### src/rtl/fetch_unit.sv
// Instruction fetch stage: owns the PC, issues one-at-a-time word requests to
// instruction memory and buffers returned instructions in a 2-entry FIFO for decode.
module fetch_unit #(
  parameter logic [31:0] RESET_PC  = 32'h0000_0000,
  parameter logic [31:0] NOP_INSTR = 32'h0000_0013
) (
  input  logic        clk,
  input  logic        rst_n,
  output logic        imem_req_valid,
  output logic [31:0] imem_req_addr,
  input  logic        imem_req_ready,
  input  logic        imem_rsp_valid,
  input  logic [31:0] imem_rsp_data,
  input  logic        redirect_valid,
  input  logic [31:0] redirect_pc,
  output logic        if_valid,
  output logic [31:0] if_instr,
  output logic [31:0] if_pc,
  input  logic        id_ready
);

  localparam int unsigned XLEN  = 32;
  localparam int unsigned DEPTH = 2;
  localparam int unsigned CNT_W = 2;

  typedef struct packed {
    logic [XLEN-1:0] instr;
    logic [XLEN-1:0] pc;
  } entry_t;

  logic [XLEN-1:0]  pc_q, pc_d;
  logic             outstanding_q, outstanding_d;
  logic [XLEN-1:0]  req_pc_q, req_pc_d;
  logic             req_epoch_q, req_epoch_d;
  logic             epoch_q, epoch_d;
  entry_t           fifo_q [DEPTH];
  entry_t           fifo_d [DEPTH];
  logic             rd_ptr_q, rd_ptr_d;
  logic             wr_ptr_q, wr_ptr_d;
  logic [CNT_W-1:0] count_q, count_d;

  logic req_fire;
  logic rsp_accept;
  logic push;
  logic pop;
  entry_t head;

  // Request credit: one outstanding, room in the FIFO, never while redirecting.
  always_comb begin
    imem_req_valid = rst_n && !outstanding_q && (count_q < CNT_W'(DEPTH)) && !redirect_valid;
    imem_req_addr  = pc_q;
    req_fire       = imem_req_valid && imem_req_ready;
    rsp_accept     = imem_rsp_valid && outstanding_q;
    push           = rsp_accept && (req_epoch_q == epoch_q) && !redirect_valid;
    pop            = (count_q != '0) && id_ready && !redirect_valid;
  end

  // Decode-facing view of the FIFO head; NOP when empty.
  always_comb begin
    head     = fifo_q[rd_ptr_q];
    if_valid = (count_q != '0);
    if_instr = if_valid ? head.instr : NOP_INSTR;
    if_pc    = if_valid ? head.pc : '0;
  end

  always_comb begin
    pc_d          = pc_q;
    outstanding_d = outstanding_q;
    req_pc_d      = req_pc_q;
    req_epoch_d   = req_epoch_q;
    epoch_d       = epoch_q;
    fifo_d        = fifo_q;
    rd_ptr_d      = rd_ptr_q;
    wr_ptr_d      = wr_ptr_q;
    count_d       = count_q;

    if (req_fire) begin
      pc_d          = pc_q + XLEN'(4);
      outstanding_d = 1'b1;
      req_pc_d      = pc_q;
      req_epoch_d   = epoch_q;
    end

    if (rsp_accept) begin
      outstanding_d = 1'b0;
    end

    if (push) begin
      fifo_d[wr_ptr_q] = '{instr: imem_rsp_data, pc: req_pc_q};
      wr_ptr_d         = ~wr_ptr_q;
    end

    if (pop) begin
      rd_ptr_d = ~rd_ptr_q;
    end

    case ({push, pop})
      2'b10:   count_d = count_q + CNT_W'(1);
      2'b01:   count_d = count_q - CNT_W'(1);
      default: count_d = count_q;
    endcase

    // Redirect wins: flush, retarget, and mark any in-flight request stale.
    // Epoch is forced opposite to the request's so repeated redirects cannot re-validate it.
    if (redirect_valid) begin
      pc_d     = redirect_pc & 32'hFFFF_FFFC;
      count_d  = '0;
      rd_ptr_d = 1'b0;
      wr_ptr_d = 1'b0;
      if (outstanding_q && !imem_rsp_valid) begin
        epoch_d = ~req_epoch_q;
      end
    end
  end

  always_ff @(posedge clk) begin
    if (!rst_n) begin
      pc_q          <= RESET_PC;
      outstanding_q <= 1'b0;
      req_pc_q      <= RESET_PC;
      req_epoch_q   <= 1'b0;
      epoch_q       <= 1'b0;
      rd_ptr_q      <= 1'b0;
      wr_ptr_q      <= 1'b0;
      count_q       <= '0;
      for (int i = 0; i < int'(DEPTH); i++) begin
        fifo_q[i] <= '{instr: NOP_INSTR, pc: '0};
      end
    end else begin
      pc_q          <= pc_d;
      outstanding_q <= outstanding_d;
      req_pc_q      <= req_pc_d;
      req_epoch_q   <= req_epoch_d;
      epoch_q       <= epoch_d;
      rd_ptr_q      <= rd_ptr_d;
      wr_ptr_q      <= wr_ptr_d;
      count_q       <= count_d;
      fifo_q        <= fifo_d;
    end
  end

endmodule
### config.mk
export PLATFORM = sky130hd
export DESIGN_NAME = fetch_unit
export DESIGN_NICKNAME = d
export VERILOG_FILES = /design/src/rtl/fetch_unit.sv
export SDC_FILE = /design/constraint.sdc
export NUM_CORES = 1
export LEC_CHECK = 0
export CORE_UTILIZATION = 56
export CTS_CLUSTER_DIAMETER = 40
export DETAILED_ROUTE_END_ITERATION = 8
export PLACE_DENSITY = 0.87
export RECOVER_POWER = 25
export SLEW_MARGIN = 10
export SYNTH_ARGS = -nofsm -noshare
export SYNTH_HDL_FRONTEND = slang
export SYNTH_SLANG_ARGS = --single-unit
export TNS_END_PERCENT = 30
### constraint.sdc
create_clock -name clk -period 3.5 [get_ports clk]
set_input_delay 0.7 -clock clk [delete_from_list [all_inputs] [get_ports clk]]
set_output_delay 0.7 -clock clk [all_outputs]
set_load 0.02 [all_outputs]
==> results.sh <==
export IMPL_netlist_area_um2=8270
export IMPL_die_area_um2=15300
export IMPL_layout_drive_gt1_share_pct=4.70
export IMPL_io_buffers=161
export IMPL_crit_path_max_fanout=4
export IMPL_ys_flop_type="dfxtp_1"
export IMPL_cts_tree="built"
export IMPL_die_width_um=124
export IMPL_grt_overflow=0
export IMPL_maxCapViolCount=0
export IMPL_cts_buffers=17
export IMPL_power_density_nw_per_um2=428
export IMPL_maxSlewHeadroom_pct=1.56
export IMPL_first_global_vias=7186
export IMPL_antenna_found_initial=0
export IMPL_area_growth_synth_to_final_pct=28.1
export IMPL_routedWlPerCell_um=15.4
export IMPL_violations="design-rule violations"
export IMPL_tightest_slew_ns=1.48
export IMPL_hold_violations=0
export IMPL_grt_pass1_wl_mm=34.4
export IMPL_r2r_cells=6
export IMPL_netlist_instances=1077
export IMPL_gp_congestion=0.891
export IMPL_seq_area_frac_synth_pct=46.2
export IMPL_start_kind="input port"
export IMPL_drt_initial_drc_count=752
export IMPL_fin_crit_sh_pct=91.1
export IMPL_n_antenna_cell=0
export IMPL_cts_max_path_buffers=2
export IMPL_cts_resized_gates=0
export IMPL_fmax_mhz=314
export IMPL_drcViolationCount=2
export IMPL_grt_max_degree=61
export IMPL_synthArstFlopShare_pct=0
export IMPL_fin_cells=1397
export IMPL_cts_setup_buffers=0
export IMPL_clock_latency_ns=0.43
export IMPL_arrival_ns=2.49
export IMPL_rows=44
export IMPL_regArea_um2=3830
export IMPL_vias=7864
export IMPL_synth_area_per_cell_um2=7.68
export IMPL_whs_path_depth=2
export IMPL_end_kind="primary output"
export IMPL_setup_tns_final_ns=0
export IMPL_crit_type="in2out"
export IMPL_ant_nets=0
export IMPL_multi_input_area_um2=4070
export IMPL_htree_num_levels=4
export IMPL_drt_wl_total_mm=21.5
export IMPL_hold_buffers=0
export IMPL_fillers=1098
export IMPL_required_ns=2.80
export IMPL_nNetsFinal=1273
export IMPL_dp_cells=1366
export IMPL_rsz0062_at_grt="no"
export IMPL_vias_per_cell=5.63
export IMPL_clk_pin_slew_worst_paths_ns=0.06
export IMPL_leakage_nw=3.39
export IMPL_synth_warnings=0
export IMPL_hp_class="reg2reg"
export IMPL_cts_root_buf="clkbuf_16"
export IMPL_start_util_pct=57.1
export IMPL_ios=168
export IMPL_synth_edff_count=0
export IMPL_ys_ff_latch=191
export IMPL_first_pass_iters=7
export IMPL_hpwl_mm=13.5
export IMPL_yosysUniqueCellTypes=46
export IMPL_core_area_um2=14500
export IMPL_clock_sinks=191
export IMPL_fin_crit_ns=3.19
export IMPL_skew_ns=0.00941
export IMPL_fin_total_pwr_mw=4.53
export IMPL_finalMaxSlewViolations=0
export IMPL_peakVddDrop_v=0.000352
export IMPL_status="finished with violations"
export IMPL_setup_viol=0
export IMPL_die_y_um=124
export IMPL_track_usage_pct=28.9
kinds of logic (layout without fill, tap and decap cells):
family          Yosys count  count (layout)  share of synthesized area [%]
xor+xnor                 19              19                           2.01
mux                      64              64                           7.76
simple gates            492             492                           24.4
fa+ha+maj                 2               2                          0.303
other cells               1               4                         0.0454
flops                   191             191                           46.2
buf+inv                  90             223                           4.86
compound gates          218             218                           14.3
report_power, final:
part	internal (mW)	switching, mW	total (mW)
clock	1.15	0.808	1.96
combinational	0.148	0.166	0.314
sequential	2.21	0.0517	2.26
total	3.51	1.03	4.53
per-layer routing:
layer	GRT usage [%]	vias to the layer above	part of all wire, %
li1	-	3847	-
met1	38.3	3666	43
met2	46.9	318	47
met3	5.03	33	7.3
met4	10.6	0	1.9
met5	0	-	0
through the flow:
step | instance area (µm²) | worst slack (ns) | utilization [%] | hold slack [ns]
4_1_cts | 10600 | 0.394 | 73.4 | 0.455
3_3_place_gp | 10000 | 0.416 | 69.2 | 0.441
5_1_grt | 10600 | 0.254 | 73.2 | 0.472
2_1_floorplan | 8280 | 1.32 | - | 0.436
3_5_place_dp | 10000 | 0.403 | 69.2 | 0.446
6_report | 10600 | 0.312 | 73.2 | 0.453
cells in the mapped netlist, drive strengths merged, types with 6 or more instances:
library cell    n  area, µm²
nor2           86        325
o21ai          17       88.8
nor3            6       30.0
xor2           15        131
nand2         335       1260
nand4          17        106
and3            6       37.5
a21oi         163        816
a31oi          10       62.6
clkbuf         38        143
nand3          22        110
o22ai          11       68.8
inv             8       30.0
dfxtp         191       3820
mux2i          63        631
and2            9       56.3
buf            43        225
state kept, by name, summed over array words and instances, names as in the netlist:
name / count
outstanding_q: 1
wr_ptr_q: 1
epoch_q: 1
imem_req_addr: 30
req_pc_q: 30
count_q: 2
fifo_q: 124
req_epoch_q: 1
rd_ptr_q: 1
worst paths after layout:
kind | start | endpoint | slack (ns)
setup / recovery | rst_n | imem_req_valid | 0.31
hold / removal | fifo_q[52] | fifo_q[52] | 0.45
setup reg to reg | count_q[1] | imem_req_addr[22] | 0.87
hold reg to reg | fifo_q[52] | fifo_q[52] | 0.45
critical path, stage by stage:
cell             delay (ns)
dlygate4sd3_1          0.54
or4b_1                 0.52
inv_2                  0.11
clkdlybuf4s50_1        0.61
cells in the final DEF (no fill, tap or decap), types with 11 or more instances in the layout:
cell type | synthesis | routed
a21oi_1 | 163 | 163
buf_4 | 5 | 11
clkbuf_16 | 0 | 17
clkdlybuf4s50_1 | 0 | 137
dfxtp_1 | 191 | 190
dlygate4sd3_1 | 0 | 24
mux2i_1 | 63 | 63
nand2_1 | 334 | 335
nand3_1 | 22 | 22
nand4_1 | 17 | 17
nor2_1 | 85 | 83
o21ai_0 | 15 | 16
o22ai_1 | 11 | 11
xor2_1 | 15 | 15
area by class of cell:
class	instances	share of cell area [%]
Timing Repair Buffer	183	17.3
Clock inverter	10	1.30
Sequential cell	191	36.1
Multi-Input combinational cell	799	38.4
Inverter	9	0.343
Tap cell	184	2.17
Clock buffer	21	4.35
Power figures use the tool's default switching activity.
